### config.mk
export PLATFORM = sky130hd
export DESIGN_NAME = minion_uart_fifo_flat
export DESIGN_NICKNAME = d
export VERILOG_FILES = /design/src/rtl/minion_uart_pkg.sv /design/src/rtl/minion_uart_fifo_if.sv /design/src/rtl/minion_sync_fifo.sv /design/src/rtl/minion_uart_fifo.sv /design/src/flat_wrapper.sv
export SDC_FILE = /design/constraint.sdc
export NUM_CORES = 1
export LEC_CHECK = 0
export CAP_MARGIN = 10
export CORE_MARGIN = 4
export CORE_UTILIZATION = 61
export DETAILED_ROUTE_END_ITERATION = 8
export PLACE_DENSITY = 0.87
export SLEW_MARGIN = 5
export SYNTH_ARGS = -nofsm -noshare
export SYNTH_HDL_FRONTEND = slang
export SYNTH_HIERARCHICAL = 1
export SYNTH_SLANG_ARGS = --single-unit
export TNS_END_PERCENT = 100
### constraint.sdc
create_clock -name clk_i -period 4.6 [get_ports clk_i]
set_input_delay 0.46 -clock clk_i [delete_from_list [all_inputs] [get_ports clk_i]]
set_output_delay 0.46 -clock clk_i [all_outputs]
set_load 0.03 [all_outputs]
### src/rtl/minion_uart_pkg.sv
// minion_uart_pkg: shared constants and types for the minion UART.
//   - register word offsets (core_lsu_addr[5:2])
//   - STATUS bit indices
//   - uart_state_e: state encoding shared by the TX and RX engines
//   - eff_baud(): clamps the programmed divisor to the minimum usable value
package minion_uart_pkg;

  localparam logic [3:0] REG_TXDATA = 4'd0;
  localparam logic [3:0] REG_BAUD   = 4'd1;
  localparam logic [3:0] REG_RXDATA = 4'd2;
  localparam logic [3:0] REG_STATUS = 4'd3;
  localparam logic [3:0] REG_CTRL   = 4'd4;

  localparam int ST_TX_BUSY  = 0;
  localparam int ST_TX_EMPTY = 1;
  localparam int ST_RX_FULL  = 2;
  localparam int ST_TX_OVF   = 3;
  localparam int ST_RX_OVF   = 4;
  localparam int ST_RX_FE    = 5;

  localparam logic [15:0] BAUD_MIN = 16'd4;

  typedef enum logic [1:0] {IDLE, START, DATA, STOP} uart_state_e;

  // Below 4 clocks/bit the half-bit start check and sync latency collide.
  function automatic logic [15:0] eff_baud(input logic [15:0] b);
    return (b < BAUD_MIN) ? BAUD_MIN : b;
  endfunction

endpackage

### src/rtl/minion_uart_fifo_if.sv
// minion_uart_fifo_if: core LSU slot bus for the minion UART.
//   req/we/addr/wdata : master -> slave request (req already slot-decoded)
//   gnt               : slave -> master, combinational grant
//   rvalid/rdata      : slave -> master, response one cycle after grant
interface minion_uart_fifo_if;
  logic        req;
  logic        we;
  logic [3:0]  addr;
  logic [31:0] wdata;
  logic        gnt;
  logic        rvalid;
  logic [31:0] rdata;

  modport master (output req, we, addr, wdata, input  gnt, rvalid, rdata);
  modport slave  (input  req, we, addr, wdata, output gnt, rvalid, rdata);
endinterface

### src/rtl/minion_sync_fifo.sv
// minion_sync_fifo: single-clock FIFO with show-ahead output.
//   clk_i, rst_ni : clock, async active-low reset (pointers/count only)
//   push_i, din_i : write; ignored when full unless a pop happens the same cycle
//   pop_i, dout_o : read; dout_o always shows the head, pop on empty ignored
//   count_o       : occupancy, $clog2(DEPTH)+1 bits
//   full_o, empty_o
// DEPTH must be a power of two so the pointers wrap naturally.
module minion_sync_fifo #(
  parameter int WIDTH = 8,
  parameter int DEPTH = 16
) (
  input  logic                     clk_i,
  input  logic                     rst_ni,
  input  logic                     push_i,
  input  logic                     pop_i,
  input  logic [WIDTH-1:0]         din_i,
  output logic [WIDTH-1:0]         dout_o,
  output logic [$clog2(DEPTH):0]   count_o,
  output logic                     full_o,
  output logic                     empty_o
);
  localparam int AW = $clog2(DEPTH);
  localparam int CW = AW + 1;

  logic [WIDTH-1:0] mem_q [DEPTH];
  logic [AW-1:0]    wptr_q, rptr_q;
  logic [CW-1:0]    cnt_q;
  logic             do_push, do_pop;

  assign full_o  = (cnt_q == CW'(DEPTH));
  assign empty_o = (cnt_q == '0);
  assign do_pop  = pop_i & ~empty_o;
  // A pop frees the slot in the same cycle, so push-on-full with pop succeeds.
  assign do_push = push_i & (~full_o | do_pop);
  assign dout_o  = mem_q[rptr_q];
  assign count_o = cnt_q;

  always_ff @(posedge clk_i or negedge rst_ni) begin
    if (!rst_ni) begin
      wptr_q <= '0;
      rptr_q <= '0;
      cnt_q  <= '0;
    end else begin
      if (do_push) wptr_q <= wptr_q + AW'(1);
      if (do_pop)  rptr_q <= rptr_q + AW'(1);
      case ({do_push, do_pop})
        2'b10:   cnt_q <= cnt_q + CW'(1);
        2'b01:   cnt_q <= cnt_q - CW'(1);
        default: ;
      endcase
    end
  end

  always_ff @(posedge clk_i) begin
    if (do_push) mem_q[wptr_q] <= din_i;
  end

endmodule

### src/rtl/minion_uart_fifo.sv
// minion_uart_fifo: memory-mapped UART with TX/RX FIFOs and sticky error flags.
//   clk_i, rst_ni : clock, async active-low reset
//   bus           : minion_uart_fifo_if.slave (req/we/addr/wdata -> gnt/rvalid/rdata)
//   uart_tx_o     : serial out, idles high
//   uart_rx_i     : asynchronous serial in
//   irq_o         : registered interrupt, only with MINION_UART_IRQ_EN defined
// Registers: 0 TXDATA(W) 1 BAUD(RW) 2 RXDATA(R, pop) 3 STATUS(R, W1C [5:3]) 4 CTRL(RW)
// Build option MINION_UART_IRQ_EN: implements CTRL and irq_o; otherwise CTRL reads 0.
module minion_uart_fifo
  import minion_uart_pkg::*;
#(
  parameter int          TX_DEPTH = 16,
  parameter int          RX_DEPTH = 16,
  parameter logic [15:0] BAUD_RST = 16'd651
) (
  input  logic                clk_i,
  input  logic                rst_ni,
  minion_uart_fifo_if.slave   bus,
  output logic                uart_tx_o,
  input  logic                uart_rx_i
`ifdef MINION_UART_IRQ_EN
  ,
  output logic                irq_o
`endif
);
  localparam int TCW = $clog2(TX_DEPTH) + 1;
  localparam int RCW = $clog2(RX_DEPTH) + 1;

  // ---------------- bus decode ----------------
  logic wr, rd;
  assign bus.gnt = bus.req;
  assign wr      = bus.req &  bus.we;
  assign rd      = bus.req & ~bus.we;

  logic [15:0] baud_q, baud_eff, bit_m1, half_m1;
  assign baud_eff = eff_baud(baud_q);
  assign bit_m1   = baud_eff - 16'd1;
  assign half_m1  = (baud_eff >> 1) - 16'd1;

  // ---------------- FIFOs ----------------
  logic           tx_push, tx_pop, tx_full, tx_empty;
  logic [7:0]     tx_head;
  logic [TCW-1:0] tx_cnt;
  logic           rx_push, rx_pop, rx_full, rx_empty;
  logic [8:0]     rx_head, rx_din;
  logic [RCW-1:0] rx_cnt;

  assign tx_push = wr & (bus.addr == REG_TXDATA);
  assign rx_pop  = rd & (bus.addr == REG_RXDATA) & ~rx_empty;

  minion_sync_fifo #(.WIDTH(8), .DEPTH(TX_DEPTH)) u_tx_fifo (
    .clk_i(clk_i), .rst_ni(rst_ni), .push_i(tx_push), .pop_i(tx_pop),
    .din_i(bus.wdata[7:0]), .dout_o(tx_head), .count_o(tx_cnt),
    .full_o(tx_full), .empty_o(tx_empty)
  );

  minion_sync_fifo #(.WIDTH(9), .DEPTH(RX_DEPTH)) u_rx_fifo (
    .clk_i(clk_i), .rst_ni(rst_ni), .push_i(rx_push), .pop_i(rx_pop),
    .din_i(rx_din), .dout_o(rx_head), .count_o(rx_cnt),
    .full_o(rx_full), .empty_o(rx_empty)
  );

  // ---------------- TX engine ----------------
  // Timer reloads from the live divisor only at bit boundaries, so a BAUD
  // write never stretches or truncates the bit in flight.
  uart_state_e tx_st_q;
  logic [15:0] tx_tmr_q;
  logic [2:0]  tx_bit_q;
  logic [7:0]  tx_sh_q;
  logic        tx_q, tx_tick, tx_busy;

  assign tx_tick   = (tx_tmr_q == '0);
  assign tx_busy   = (tx_st_q != IDLE);
  // Popping at the end of STOP chains frames with no idle gap.
  assign tx_pop    = ~tx_empty & ((tx_st_q == IDLE) | ((tx_st_q == STOP) & tx_tick));
  assign uart_tx_o = tx_q;

  always_ff @(posedge clk_i or negedge rst_ni) begin
    if (!rst_ni) begin
      tx_st_q  <= IDLE;
      tx_tmr_q <= '0;
      tx_bit_q <= '0;
      tx_sh_q  <= '0;
      tx_q     <= 1'b1;
    end else begin
      case (tx_st_q)
        IDLE: if (tx_pop) begin
          tx_st_q  <= START;
          tx_q     <= 1'b0;
          tx_sh_q  <= tx_head;
          tx_tmr_q <= bit_m1;
        end
        START: if (tx_tick) begin
          tx_st_q  <= DATA;
          tx_q     <= tx_sh_q[0];
          tx_sh_q  <= tx_sh_q >> 1;
          tx_bit_q <= '0;
          tx_tmr_q <= bit_m1;
        end else tx_tmr_q <= tx_tmr_q - 16'd1;
        DATA: if (tx_tick) begin
          tx_tmr_q <= bit_m1;
          if (tx_bit_q == 3'd7) begin
            tx_st_q <= STOP;
            tx_q    <= 1'b1;
          end else begin
            tx_bit_q <= tx_bit_q + 3'd1;
            tx_q     <= tx_sh_q[0];
            tx_sh_q  <= tx_sh_q >> 1;
          end
        end else tx_tmr_q <= tx_tmr_q - 16'd1;
        STOP: if (tx_tick) begin
          if (tx_pop) begin
            tx_st_q  <= START;
            tx_q     <= 1'b0;
            tx_sh_q  <= tx_head;
            tx_tmr_q <= bit_m1;
          end else tx_st_q <= IDLE;
        end else tx_tmr_q <= tx_tmr_q - 16'd1;
        default: tx_st_q <= IDLE;
      endcase
    end
  end

  // ---------------- RX engine ----------------
  logic [1:0]  rx_sync_q;
  logic        rx_prev_q, rx_s, rx_tick;
  uart_state_e rx_st_q;
  logic [15:0] rx_tmr_q;
  logic [2:0]  rx_bit_q;
  logic [7:0]  rx_sh_q;

  assign rx_s    = rx_sync_q[1];
  assign rx_tick = (rx_tmr_q == '0);
  // Push at the stop-bit centre; frame_err is the inverted stop sample.
  assign rx_push = (rx_st_q == STOP) & rx_tick;
  assign rx_din  = {~rx_s, rx_sh_q};

  always_ff @(posedge clk_i or negedge rst_ni) begin
    if (!rst_ni) begin
      rx_sync_q <= 2'b11;
      rx_prev_q <= 1'b1;
      rx_st_q   <= IDLE;
      rx_tmr_q  <= '0;
      rx_bit_q  <= '0;
      rx_sh_q   <= '0;
    end else begin
      rx_sync_q <= {rx_sync_q[0], uart_rx_i};
      rx_prev_q <= rx_s;
      case (rx_st_q)
        IDLE: if (rx_prev_q & ~rx_s) begin
          rx_st_q  <= START;
          rx_tmr_q <= half_m1;
        end
        // Mid-start recheck rejects glitches shorter than half a bit.
        START: if (rx_tick) begin
          if (rx_s) rx_st_q <= IDLE;
          else begin
            rx_st_q  <= DATA;
            rx_bit_q <= '0;
            rx_tmr_q <= bit_m1;
          end
        end else rx_tmr_q <= rx_tmr_q - 16'd1;
        DATA: if (rx_tick) begin
          rx_sh_q  <= {rx_s, rx_sh_q[7:1]};
          rx_tmr_q <= bit_m1;
          if (rx_bit_q == 3'd7) rx_st_q <= STOP;
          else rx_bit_q <= rx_bit_q + 3'd1;
        end else rx_tmr_q <= rx_tmr_q - 16'd1;
        STOP: if (rx_tick) rx_st_q <= IDLE;
              else rx_tmr_q <= rx_tmr_q - 16'd1;
        default: rx_st_q <= IDLE;
      endcase
    end
  end

  // ---------------- sticky flags / registers ----------------
  logic       tx_ovf_q, rx_ovf_q, rx_fe_q;
  logic       tx_ovf_d, rx_ovf_d, rx_fe_d;
  logic [2:0] clr;   // {RX_FE, RX_OVF, TX_OVF}

  always_comb begin
    clr = '0;
    if (wr && bus.addr == REG_STATUS) clr = bus.wdata[ST_RX_FE:ST_TX_OVF];
    // Set terms are OR-ed last so a same-cycle event beats the clear.
    tx_ovf_d = (tx_ovf_q & ~clr[0]) | (tx_push & tx_full & ~tx_pop);
    rx_ovf_d = (rx_ovf_q & ~clr[1]) | (rx_push & rx_full & ~rx_pop);
    rx_fe_d  = (rx_fe_q  & ~clr[2]) | (rx_push & ~rx_s);
  end

  always_ff @(posedge clk_i or negedge rst_ni) begin
    if (!rst_ni) begin
      tx_ovf_q <= 1'b0;
      rx_ovf_q <= 1'b0;
      rx_fe_q  <= 1'b0;
      baud_q   <= BAUD_RST;
    end else begin
      tx_ovf_q <= tx_ovf_d;
      rx_ovf_q <= rx_ovf_d;
      rx_fe_q  <= rx_fe_d;
      if (wr && bus.addr == REG_BAUD) baud_q <= bus.wdata[15:0];
    end
  end

`ifdef MINION_UART_IRQ_EN
  logic [2:0] ctrl_q;
  logic       irq_q;
  always_ff @(posedge clk_i or negedge rst_ni) begin
    if (!rst_ni) begin
      ctrl_q <= '0;
      irq_q  <= 1'b0;
    end else begin
      if (wr && bus.addr == REG_CTRL) ctrl_q <= bus.wdata[2:0];
      irq_q <= |(ctrl_q & {rx_fe_q | rx_ovf_q, tx_empty & ~tx_busy, rx_cnt != '0});
    end
  end
  assign irq_o = irq_q;
`endif

  // ---------------- read path ----------------
  logic [31:0] rdata_d, rdata_q;
  logic        rvalid_q;

  always_comb begin
    rdata_d = '0;
    if (rd) begin
      case (bus.addr)
        REG_BAUD:   rdata_d = {16'b0, baud_q};
        REG_RXDATA: if (!rx_empty) rdata_d = {22'b0, 1'b1, rx_head};
        REG_STATUS: begin
          rdata_d[31:24]       = 8'(rx_cnt);
          rdata_d[23:16]       = 8'(tx_cnt);
          rdata_d[ST_RX_FE]    = rx_fe_q;
          rdata_d[ST_RX_OVF]   = rx_ovf_q;
          rdata_d[ST_TX_OVF]   = tx_ovf_q;
          rdata_d[ST_RX_FULL]  = rx_full;
          rdata_d[ST_TX_EMPTY] = tx_empty;
          rdata_d[ST_TX_BUSY]  = tx_busy;
        end
`ifdef MINION_UART_IRQ_EN
        REG_CTRL:   rdata_d = {29'b0, ctrl_q};
`endif
        default: ;
      endcase
    end
  end

  always_ff @(posedge clk_i or negedge rst_ni) begin
    if (!rst_ni) begin
      rvalid_q <= 1'b0;
      rdata_q  <= '0;
    end else begin
      rvalid_q <= bus.req;
      rdata_q  <= rdata_d;
    end
  end

  assign bus.rvalid = rvalid_q;
  assign bus.rdata  = rdata_q;

  // Upper write-data bits have no register behind them.
  logic unused_wdata;
  assign unused_wdata = ^bus.wdata;

endmodule

### src/flat_wrapper.sv
// flat-port wrapper written by rule: the top's interface ports become plain ports
module minion_uart_fifo_flat import minion_uart_pkg::*;
#(
  parameter int          TX_DEPTH = 16,
  parameter int          RX_DEPTH = 16,
  parameter logic [15:0] BAUD_RST = 16'd651
)
  (clk_i, rst_ni, uart_tx_o, uart_rx_i, bus_req, bus_we, bus_addr, bus_wdata, bus_gnt, bus_rvalid, bus_rdata);
  minion_uart_fifo_if bus_i ();
  input  logic clk_i;
  input  logic rst_ni;
  output logic uart_tx_o;
  input  logic uart_rx_i;
  input wire logic [$bits(bus_i.req)-1:0] bus_req;
  input wire logic [$bits(bus_i.we)-1:0] bus_we;
  input wire logic [$bits(bus_i.addr)-1:0] bus_addr;
  input wire logic [$bits(bus_i.wdata)-1:0] bus_wdata;
  output wire logic [$bits(bus_i.gnt)-1:0] bus_gnt;
  output wire logic [$bits(bus_i.rvalid)-1:0] bus_rvalid;
  output wire logic [$bits(bus_i.rdata)-1:0] bus_rdata;
  assign bus_i.req = bus_req;
  assign bus_i.we = bus_we;
  assign bus_i.addr = bus_addr;
  assign bus_i.wdata = bus_wdata;
  assign bus_gnt = bus_i.gnt;
  assign bus_rvalid = bus_i.rvalid;
  assign bus_rdata = bus_i.rdata;
  minion_uart_fifo #(.TX_DEPTH(TX_DEPTH), .RX_DEPTH(RX_DEPTH), .BAUD_RST(BAUD_RST)) u_core (.clk_i(clk_i), .rst_ni(rst_ni), .bus(bus_i), .uart_tx_o(uart_tx_o), .uart_rx_i(uart_rx_i));
endmodule
==> summary.md <==
| Metric | Value |
|---|---|
| Setup_tns | `0 ps` |
| TritonCTS clock tree | `done` |
| Multi-input logic area | `about 6900 um2` |
| Final Hold Vio Count | `0` |
| Status | `finished, final reports clean` |
| RSZ-0062 raised after global routing | `false` |
| WL per Instance | `24.4 um` |
| Slew margin rel. | `27.0%` |
| GRT Total Usage | `26.5%` |
| Max_cap viols | `0` |
| CP bufs+invs | `4` |
| Initial antenna violation count | `1` |
| Placed instance area | `~20000 um2` |
| CP delay by family, top | `compound AO/OA/AOI/OAI gates` |
| Post-route ant nets | `0` |
| Filler Cell Count | `roughly 1900` |
| CP Data Required Time | `4990 ps` |
| Detailed Place HPWL | `between 20000 and 30000 um` |
| Synth top area cells | `edfxtp_1, dfrtp_1, mux4_2` |
| H-tree lvl count | `2` |
| Ant diodes | `0` |
| Critical path's slowest cell | `nor4_4` |
| Ratio of cells with drive above 1 in the final layout | `approximately 16%` |
| Crit share post-route | `between 80 and 90%` |
| Most frequent cells in the layout | `edfxtp_1, dfrtp_1, nand2_1` |
| Crit-path max FO | `17` |
| Total gr overflow | `0` |
| Clock share of power | `27.3%` |
| Vias in the first global route | `approximately 12000` |
| Pleak | `just under 8 nW` |
| Synth Flop Type | `edfxtp_1` |
| Crit Path Class | `register to register` |
| Worst-margin pin slew | `1100 ps` |
| Most common cell after layout, fill and taps aside | `edfxtp_1` |
| First-pass GRT wire length | `70200 um` |
| Min-Delay Path Class | `primary input to register` |
| Std-Cell Rows | `64` |
| Syn Std Cell Area | `18900 um2` |
| Fmax | `~260 MHz` |
| Yosys top cell area share | `43.2%` |
| Post-synth EDFFs | `between 200 and 300` |
| Final instance area | `approximately 21000 um2` |
| Syn-to-layout area delta | `11.4%` |
| Clock sinks | `about 410` |
| Async SR Flop Fraction | `between 30% and 40%` |
| CP dominant cell by count | `inv_1` |
| Slew Viols, Final | `0` |
| Resize count post-CTS | `0` |
| P_sw | `~4.2 mW` |
| Synth warnings | `6` |
| Drt initial violations | `1450` |
| IO buf count | `53` |
| Post-synth top area cell | `edfxtp_1` |
| Largest net degree at the start of global routing | `55` |
| Die Span X | `roughly 180 um` |
| Seq. cell area | `11500 um2` |
| Avg Vias per Cell | `around 6.7` |
| Die height | `approximately 180 um` |
| Die footprint | `about 34000 um2` |
| Ports | `76` |
| Worst clock skew | `about 22 ps` |
| Period minus WS final | `just under 4000 ps` |
| Synthesized instance count | `1356` |
| Worst hold slack | `346 ps` |
| Vias | `roughly 12000` |
| Layout Nets | `1474` |
| TritonRoute pass-1 iters | `6` |
| Starting Density | `61.8%` |
| Logic pwr share | `33.3%` |
| Switch share | `a little over a third` |
| Clock slew at reported path FFs | `roughly 60 ps` |
| CTS Root Cell | `clkbuf_16` |
| CP Capture Type | `register` |
| Pwr per Cell Area | `about 570 nW/um2` |
| Dpl cells | `1749` |
| Sequential power share | `~39%` |
| CP cell instances | `nor4_4 -> nand2b_1 -> inv_1 -> inv_1 -> a41oi_4 -> inv_4 -> o21ai_2 -> or2_2 -> inv_1 -> ha_1 -> a21o_1 -> a21oi_1 -> xnor2_1 -> a32o_1` |
| CORE AREA | `~31000 um2` |
| Drt drc | `0` |
| Unique cell type count in the Yosys netlist | `88` |
| Cts bufs inserted | `41` |
| Worst VDD drop | `~0.47 mV` |
| Final std cells w/o fill | `~1800` |
| GPL Wtd Cong | `0.887` |
| Crit-path max cell delay | `about 500 ps` |
| Seq/Total Area, Yosys | `slightly above 60%` |
| Clock buffer depth | `3` |
| Crit start category | `register` |
| Clk Latency, worst-skew pair | `530 ps` |
| FF+latch count, synth | `between 400 and 500` |
| Routed WL | `~45000 um` |
| Pint | `7.86 mW` |
| Syn avg cell area | `13.9 um2` |
| CP Data Arrival Time | `roughly 4300 ps` |
| Final setup fails | `0` |
metal layers:
| layer | track usage (%) | share of wire [%] | vias to the layer above |
|---|---|---|---|
| li1 | - | - | 5273 |
| met1 | 34.6 | 38 | 6111 |
| met2 | 46.0 | 52 | 653 |
| met3 | 4.35 | 7.4 | 99 |
| met4 | 7.99 | 2.8 | 2 |
| met5 | 0 | 0.029 | - |
worst paths after layout:
path	end	startpoint	slack [ps]	cells after the start
hold / removal	u_core/rx_sync_q[0]$_DFF_PN1_	uart_rx_i	350	1
max in group asynchronous	u_core/rx_bit_q[1]$_DFFE_PN0P_	rst_ni	3030	3
hold reg to reg	u_core/rx_sync_q[1]$_DFF_PN1_	u_core/rx_sync_q[0]$_DFF_PN1_	360	0
min in group asynchronous	u_core/tx_sh_q[3]$_DFFE_PN0P_	rst_ni	460	2
setup reg to reg	u_core/u_tx_fifo/count_o[3]$_DFFE_PN0P_	u_core/u_tx_fifo/count_o[1]$_DFFE_PN0P_	740	14
setup / recovery	u_core/u_tx_fifo/count_o[3]$_DFFE_PN0P_	u_core/u_tx_fifo/count_o[1]$_DFFE_PN0P_	740	14
stage by stage:
step / utilization (%) / total power [mW] / setup WS (ps)
2_1_floorplan: - / 7.74 / 1030
3_3_place_gp: 64.4 / 8.48 / 942
3_5_place_dp: 64.4 / 8.67 / 879
4_1_cts: 68.8 / 12.0 / 840
5_1_grt: 68.8 / 12.6 / 577
6_report: 68.8 / 12.1 / 745
layout make-up:
type                            count  share of cell area, %
Sequential cell                   406                   54.8
Clock buffer                       59                   5.37
Clock inverter                     16                  0.939
Tap cell                          396                   2.35
Timing Repair Buffer               73                   3.25
Inverter                           36                  0.654
Multi-Input combinational cell    839                   32.7
state kept, by name, indices dropped and copies added (netlist names), 2 cells and up, named ones only:
signal,flops
u_core/u_tx_fifo/mem_q,128
u_core/u_rx_fifo/mem_q,144
u_core/bus.rdata,26
u_core/rx_bit_q,3
u_core/rx_sync_q,2
u_core/u_tx_fifo/count_o,5
u_core/rx_sh_q,8
u_core/tx_sh_q,8
u_core/u_rx_fifo/count_o,5
u_core/tx_bit_q,3
u_core/tx_st_q,2
u_core/u_rx_fifo/rptr_q,4
u_core/tx_tmr_q,16
u_core/u_rx_fifo/wptr_q,4
u_core/u_tx_fifo/rptr_q,4
u_core/rx_tmr_q,16
u_core/u_tx_fifo/wptr_q,4
u_core/baud_q,16
synth_stat cells (all sizes together) (9+ instances only):
master    n
a211oi    9
a21o      9
a21oi    49
a22o      9
a22oi    43
and2     36
and3     20
buf      39
clkbuf   41
dfrtp   125
dfstp     9
edfxtp  272
ha       34
inv      36
mux2     36
mux2i    16
mux4     68
nand2   103
nand2b   16
nand3    24
nand4    10
nor2     64
nor2b    12
nor3     23
nor3b     9
nor4     18
o211ai    9
o21ai    56
or3       9
or4       9
xnor2    33
xor2     13
logic make-up (layout without fill, tap and decap cells):
logic type	after synthesis	after routing	share of synthesized area, %
adder cells (fa/ha/maj)	36	36	2.46
multiplexers	120	120	11.1
flip-flops	406	406	61.0
AND/OR/NAND/NOR	375	375	11.0
buffers and inverters	116	184	2.79
AO/OA/AOI/OAI	256	256	9.50
other	1	6	0.0198
XOR/XNOR	46	46	2.13
power by group through the flow:
stage | sequential (mW) | combinational [mW] | clock, mW
global placement | 4.77 | 3.71 | 0
global route | 4.80 | 4.34 | 3.51
floorplan | 4.53 | 3.21 | 0
detailed placement | 4.79 | 3.87 | 0
finish | 4.75 | 4.02 | 3.30
CTS | 4.74 | 3.95 | 3.34
repair_timing:
| item | 4_1_cts | 5_1_grt |
|---|---|---|
| hold endpoints to repair | 44 | 0 |
| setup buffers | 0 | 0 |
| hold buffers | 1 | 0 |
No activity file was read; power rests on OpenSTA's default activity.
